**src/rtl/cdma_tx_ctrl.sv**
```systemverilog
// Transmit sequencer for the CDMA spreader: captures a word and seed on start,
// strobes the seed load, then serializes the word MSB-first at a fixed chip rate.
`timescale 1ns/1ps

module cdma_tx_ctrl #(
   parameter int CHIP_DIV      = 4,
   parameter int CHIPS_PER_BIT = 31,
   parameter int DATA_W        = 8
) (
   input  logic                                        clk_i,
   input  logic                                        rst_ni,
   input  logic                                        start_i,
   input  logic [DATA_W-1:0]                           data_i,
   input  logic [4:0]                                  seed_i,
   input  logic                                        abort_i,
   output logic                                        load_o,
   output logic [4:0]                                  seed_o,
   output logic                                        signal_o,
   output logic                                        chip_en_o,
   output logic                                        busy_o,
   output logic                                        done_o,
   output logic [((DATA_W > 1) ? $clog2(DATA_W) : 1)-1:0] bit_idx_o
);

   localparam int BW = (DATA_W > 1) ? $clog2(DATA_W) : 1;
   localparam int CW = (CHIPS_PER_BIT > 1) ? $clog2(CHIPS_PER_BIT) : 1;
   localparam int PW = (CHIP_DIV > 1) ? $clog2(CHIP_DIV) : 1;

   localparam logic [PW-1:0] PRESC_LAST = PW'(CHIP_DIV - 1);
   localparam logic [CW-1:0] CHIP_LAST  = CW'(CHIPS_PER_BIT - 1);
   localparam logic [BW-1:0] BIT_LAST   = BW'(DATA_W - 1);

   localparam logic [2:0] S_IDLE  = 3'd0;
   localparam logic [2:0] S_LOAD  = 3'd1;
   localparam logic [2:0] S_GUARD = 3'd2;
   localparam logic [2:0] S_SEND  = 3'd3;
   localparam logic [2:0] S_DONE  = 3'd4;

   logic [2:0]        state;
   logic [DATA_W-1:0] data_reg;
   logic [4:0]        seed_reg;
   logic [PW-1:0]     presc;
   logic [CW-1:0]     chip_cnt;
   logic [BW-1:0]     bit_cnt;

   logic          chip_tick;
   logic [BW-1:0] cur_idx;

   // Counters only ever hold non-zero values in SEND; every exit from SEND clears
   // them, so bit_idx_o naturally reads 0 in all other states.
   assign chip_tick = (state == S_SEND) && (presc == PRESC_LAST);
   assign cur_idx   = BIT_LAST - bit_cnt;

   assign load_o    = (state == S_LOAD);
   assign seed_o    = (state == S_LOAD) ? seed_reg : 5'd0;
   assign signal_o  = (state == S_SEND) && data_reg[cur_idx];
   assign chip_en_o = chip_tick;
   assign busy_o    = (state != S_IDLE);
   assign done_o    = (state == S_DONE);
   assign bit_idx_o = bit_cnt;

   // NOTE: all state below uses non-blocking assignments so every register samples
   // the pre-edge values of its peers, independent of statement order.
   always_ff @(posedge clk_i or negedge rst_ni) begin
      if (!rst_ni) begin
         state    <= S_IDLE;
         data_reg <= '0;
         seed_reg <= '0;
         presc    <= '0;
         chip_cnt <= '0;
         bit_cnt  <= '0;
      end else begin
         case (state)
            S_IDLE: begin
               if (start_i) begin
                  data_reg <= data_i;
                  seed_reg <= seed_i;
                  state    <= S_LOAD;
               end
            end
            S_LOAD: state <= abort_i ? S_IDLE : S_GUARD;
            S_GUARD: begin
               presc    <= '0;
               chip_cnt <= '0;
               bit_cnt  <= '0;
               state    <= abort_i ? S_IDLE : S_SEND;
            end
            S_SEND: begin
               if (abort_i) begin
                  presc    <= '0;
                  chip_cnt <= '0;
                  bit_cnt  <= '0;
                  state    <= S_IDLE;
               end else begin
                  presc <= (presc == PRESC_LAST) ? '0 : presc + 1'b1;
                  if (chip_tick) begin
                     if (chip_cnt == CHIP_LAST) begin
                        chip_cnt <= '0;
                        if (bit_cnt == BIT_LAST) begin
                           bit_cnt <= '0;
                           presc   <= '0;
                           state   <= S_DONE;
                        end else begin
                           bit_cnt <= bit_cnt + 1'b1;
                        end
                     end else begin
                        chip_cnt <= chip_cnt + 1'b1;
                     end
                  end
               end
            end
            S_DONE:  state <= S_IDLE;
            default: state <= S_IDLE;
         endcase
      end
   end

endmodule

```
**config.mk**
```make
export PLATFORM = sky130hd
export DESIGN_NAME = cdma_tx_ctrl
export DESIGN_NICKNAME = d
export VERILOG_FILES = /design/src/rtl/cdma_tx_ctrl.sv
export SDC_FILE = /design/constraint.sdc
export NUM_CORES = 1
export LEC_CHECK = 0
export ABC_AREA = 1
export ABC_CLOCK_PERIOD_IN_PS = 1700
export BUFFER_PORTS_ARGS = -buffer_cell sky130_fd_sc_hd__buf_2
export CORE_MARGIN = 10
export CORE_UTILIZATION = 45
export DETAILED_ROUTE_END_ITERATION = 16
export PLACE_DENSITY_LB_ADDON = 0.12
export SYNTH_ARGS = -nofsm -noshare
export SYNTH_HDL_FRONTEND = slang
export SYNTH_SLANG_ARGS = --single-unit
```
**constraint.sdc**
```tcl
create_clock -name clk_i -period 1.7 [get_ports clk_i]
set_input_delay 0.085 -clock clk_i [delete_from_list [all_inputs] [get_ports clk_i]]
set_output_delay 0.085 -clock clk_i [all_outputs]
set_load 0.01 [all_outputs]
```
After elaboration in Yosys (flattened, before gate mapping)

Cells that the tools add are included.

Register bits: 26

Reduce and logical (&&, ||, !) cells: 9
Equality and inequality tests: 11
Add/sub/neg operators: 4
Magnitude comparators: 1
Mux-type cells: 26

Operators with widths:

| kind                  | number |
|---|---|
| $mux W3               | 9 |
| $mux W5               | 4 |
| $mux W2               | 7 |
| $pmux W3 S4           | 1 |
| $pmux W5 S2           | 1 |
| $eq A3 B2 Y1 const B  | 2 |
| $eq A3 B3 Y1 const B  | 2 |
| $ne A3 B2 Y1 const B  | 2 |
| $pmux W3 S2           | 1 |
| $add A5 B1 Y5 const B | 1 |
| $eq A5 B5 Y1 const B  | 1 |
| $lt A3 B4 Y1 const B  | 1 |
| $pmux W2 S2           | 1 |
| $reduce_and A2 Y1     | 2 |
| $reduce_and A4 Y1     | 1 |
| $add A3 B1 Y3 const B | 1 |
| $bmux W1 S3           | 1 |
| $eq A3 B1 Y1 const B  | 1 |
| $logic_not A3 Y1      | 1 |
| $ne A3 B3 Y1 const B  | 1 |
| $reduce_and A3 Y1     | 1 |
| $reduce_bool A3 Y1    | 1 |
| $sub A3 B3 Y3 const A | 1 |
| $add A2 B1 Y2 const B | 1 |
| 5 further kinds       | 6 |

Depth between registers and ports, before layout

Depth after elaboration: 7
Gate-level depth with buffers: 8
Mapped depth without buffers: 8

Worst setup path before layout

OpenSTA, ideal clock, no wires.

Path kind: reg2out
Start: register state[1]
End: output seed_o[0]
Arrival time: 1.212 ns
Slack: 0.403 ns
Cell stages (with the launch flop): 4
Cells stage by stage: dfrtp_1 > nor3_1 > inv_1 > nor2_1

Word-level cells in the longest chain between the ends: 2

Ends and longest elaborated chain:

| element                  | RTL line | text |
|---|---|---|
| start: declaration       | 39       | `logic [2:0] state;` |
| start signal: assignment | 81       | `S_LOAD: state <= abort_i ? S_IDLE : S_GUARD;` |
| start signal: assignment | 86       | `state <= abort_i ? S_IDLE : S_SEND;` |
| $eq A3 B1 Y1             | -        |  |
| net load_o               | 16       | `output logic load_o,` |
| $mux W5                  | 55       | `assign seed_o = (state == S_LOAD) ? seed_reg : 5'd0;` |
| end: declaration         | 17       | `output logic [4:0] seed_o,` |

The timed path passes the listed nets, and every way through them passes these cells.

Worst setup path after layout

Start: register bit_cnt[0], in the netlist bit_idx_o[0]
End: output signal_o

Word-level cells in the longest chain between the ends: 4

Ends and longest elaborated chain:

| element                       | RTL line | text |
|---|---|---|
| start: declaration            | 44       | `logic [BW-1:0] bit_cnt;` |
| start signal: assignment      | 104      | `bit_cnt <= bit_cnt + 1'b1;` |
| $sub A3 B3 Y3                 | 52       | `assign cur_idx = BIT_LAST - bit_cnt;` |
| $bmux W1 S3                   | 56       | `assign signal_o = (state == S_SEND) && data_reg[cur_idx];` |
| $mux W1 (not written as such) | 56       |  |
| $logic_and A1 B1 Y1           | 56       |  |
| end: declaration              | 18       | `output logic signal_o,` |

Every way passes these cells. The select of a mux whose other input is x is not followed.

==> flow_summary.ini <==
[critical_path]
crit_path_top_delay_cell = dfrtp_2
critPathRequiredTime_ns = 1.62
crit_type = reg -> out
cp_num_buf_inv = 1
startpoint_type = register
reg2reg_slack_ns = 0.19
critPathTopFamily = simple AND/OR/NAND/NOR gates
path_common_cell = nor2_1
cp_max_fo = 9
end_kind = output port
arrival_ns = 1.50
crit_path_max_incr_delay_ns = 0.49
cp_cell_sequence = or2_2, nand3_1, nand2_1, nor2_1, nor2_1, buf_2
r2r-start = bit_idx_o[0]
crit_start = bit_idx_o[0]

[synthesis]
syn_avg_cell_area_um2 = 7.77
synth_compound_area_share_pct = 8.95
synth_top_area_share_pct = 44.8
synthMuxAreaShare_pct = 0
synthTopCellsByArea = dfrtp_1 (45%), nand2_1 (11%), nor2_1 (8.3%)
syn_area_um2 = 1450
synthAdderAreaFrac_pct = 4.30
synth-simple-area-share_pct = 31.8
synth.largest_area_cell = dfrtp_1
synth_seq_cells = 26
seq_area_frac_synth_pct = 44.8
synth_most_common_cell = nand2_1
syn_inst = 187
synth_top_family_by_area = simple AND/OR/NAND/NOR gates
synthArstFlopShare_pct = 100
synth.distinct_cells = 27
syn-num-nets = 209
yosys_most_used_dff = dfrtp_1
yosys_warnings = 0
synth_common_cells = nand2_1 (41), nor2_1 (32), inv_1 (29), dfrtp_1 (26), nand3_1 (12)
synth_edf_count = 0
synth-xor-area-share_pct = 0

[timing]
finalHoldViolCount = 0
finClkSkew_ns = 0.00580
timing.fmax_ghz = 0.631
post-route-min-period_ns = 1.58
maxSlewViolCount = 0
tns_ns = 0
slew_headroom_pct = 61.8
fin_crit_sh_pct = 93.2
worstMarginPinSlew_ns = 0.573
setup_violations = 0

[route]
ant_nets = 0
drc = 0
vias = 1264
wl_per_cell_um = 11.1
drt-pass1-iter-count = 4
vias_per_cell = 4.53
routed_wl_um = 3100
drt_iter0_drc = 36

[cts]
root_buffer = clkbuf_4
cts_htree_levels = 1
cts_tree = yes
cts_buffer_depth = 2
clkSinkCount = 26
path_clk_slew_ns = 0.14
cts_buffers = 3
insertion_delay_ns = 0.32

[global_route]
grt_pass1_wl_um = 5160
grt_use_total_pct = 10.4
grt_max_degree = 27
grt-ovfl-total = 0
grt_pass1_vias = 1177
antenna_found_initial = 0

[place]
hpwl_um = 2320
port_buffers = 29
place_congestion = 0.855

[die]
start_util_pct = 47.2
die-area_um2 = 5900
die_h_um = 76.8
die_w_um = 76.8
pin_count = 30
core_um2 = 3080
num_rows = 20

[finish]
fin_nets = 258
area_delta_synth_final_pct = 27.6
largest_reg_flops = 8
drive_above_1_share_pct = 23.4
antenna_cells = 0

[worst_hold_path]
min_from = abort_i
hold_path_class = in -> reg

[flow_run]
drv_cap = 0

[pwr]
ir_drop_uv = 547
p_total_mw = 2.51
p_leak_nw = 1.01
powerDensity_nw_per_um2 = 1350

[outcome]
status = finished clean
## layer usage
metal	GRT usage, %	wire (um)
met5	0	0
met4	4.46	28
met3	3.03	123
met2	18.0	1540
met1	11.5	1410
## cell usage in the layout, fill, tap and decap left out, types with 3 or more instances in the layout
cell type / Yosys / routed
a21oi_1: 10 / 10
buf_2: 1 / 29
buf_4: 0 / 4
clkbuf_4: 0 / 3
dfrtp_1: 26 / 23
dfrtp_2: 0 / 3
dlygate4sd3_1: 0 / 14
ha_1: 5 / 5
inv_1: 29 / 28
nand2_1: 41 / 41
nand2_4: 3 / 3
nand3_1: 12 / 12
nand4_1: 3 / 3
nor2_1: 32 / 32
o21ai_0: 3 / 3
o21ai_1: 3 / 3
o21ai_2: 3 / 3
## report_power, final
group,leakage (nW),switching (mW),total (mW),internal [mW]
Combinational,0.668,0.679,1.11,0.433
Sequential,0.319,0.143,0.978,0.835
Clock,0.0279,0.181,0.419,0.239
## metrics by stage
step / instance area [um^2] / hold slack [ns] / instances / utilization, % / setup WS, ns
after global routing: 1860 / 0.0551 / 279 / 60.3 / -0.000686
final: 1860 / 0.0788 / 279 / 60.3 / 0.116
after detailed placement: 1630 / 0.117 / 258 / 53.0 / 0.251
after CTS: 1820 / 0.0128 / 275 / 59.1 / 0.00829
after floorplan: 1450 / -0.211 / 187 / - / 0.403
after global placement: 1630 / 0.112 / 258 / 53.0 / 0.258
## kinds of logic (layout without fill, tap and decap cells)
family | count (synthesis) | in the layout
compound gates | 22 | 22
simple gates | 100 | 100
flops | 26 | 26
buf+inv | 34 | 82
fa+ha+maj | 5 | 5
## worst min-delay path, delay by kind of cell
kind	cells	cell delay, ns
AO/OA/AOI/OAI	1	0.08
AND/OR/NAND/NOR	1	0.06
buffers and inverters	2	0.16
## final cells by class
class / instances / area [um^2]
sequential: 26 / 654
tap: 44 / 55.1
clock buffer: 3 / 22.5
inverter: 31 / 118
clock inverter: 1 / 30.0
multi-input combinational: 127 / 661
timing repair buffer: 47 / 315
fill: 289 / 1220
## repair_timing
action,CTS,global route
endpoints found under the setup margin,1,7
buffers inserted,0,3
hold buffers,13,1
cloned,0,0
gates resized for setup,1,4
endpoints found under the hold margin,38,1
## worst paths after layout
path	endpoint	depth (start not counted)
setup / recovery	signal_o	6
hold / removal	state[1]	4
setup reg to reg	state[0]	9
hold reg to reg	data_reg[5]	2
max in group asynchronous	bit_idx_o[0]	2
min in group asynchronous	presc[0]	2
Power figures use the tool's default switching activity.
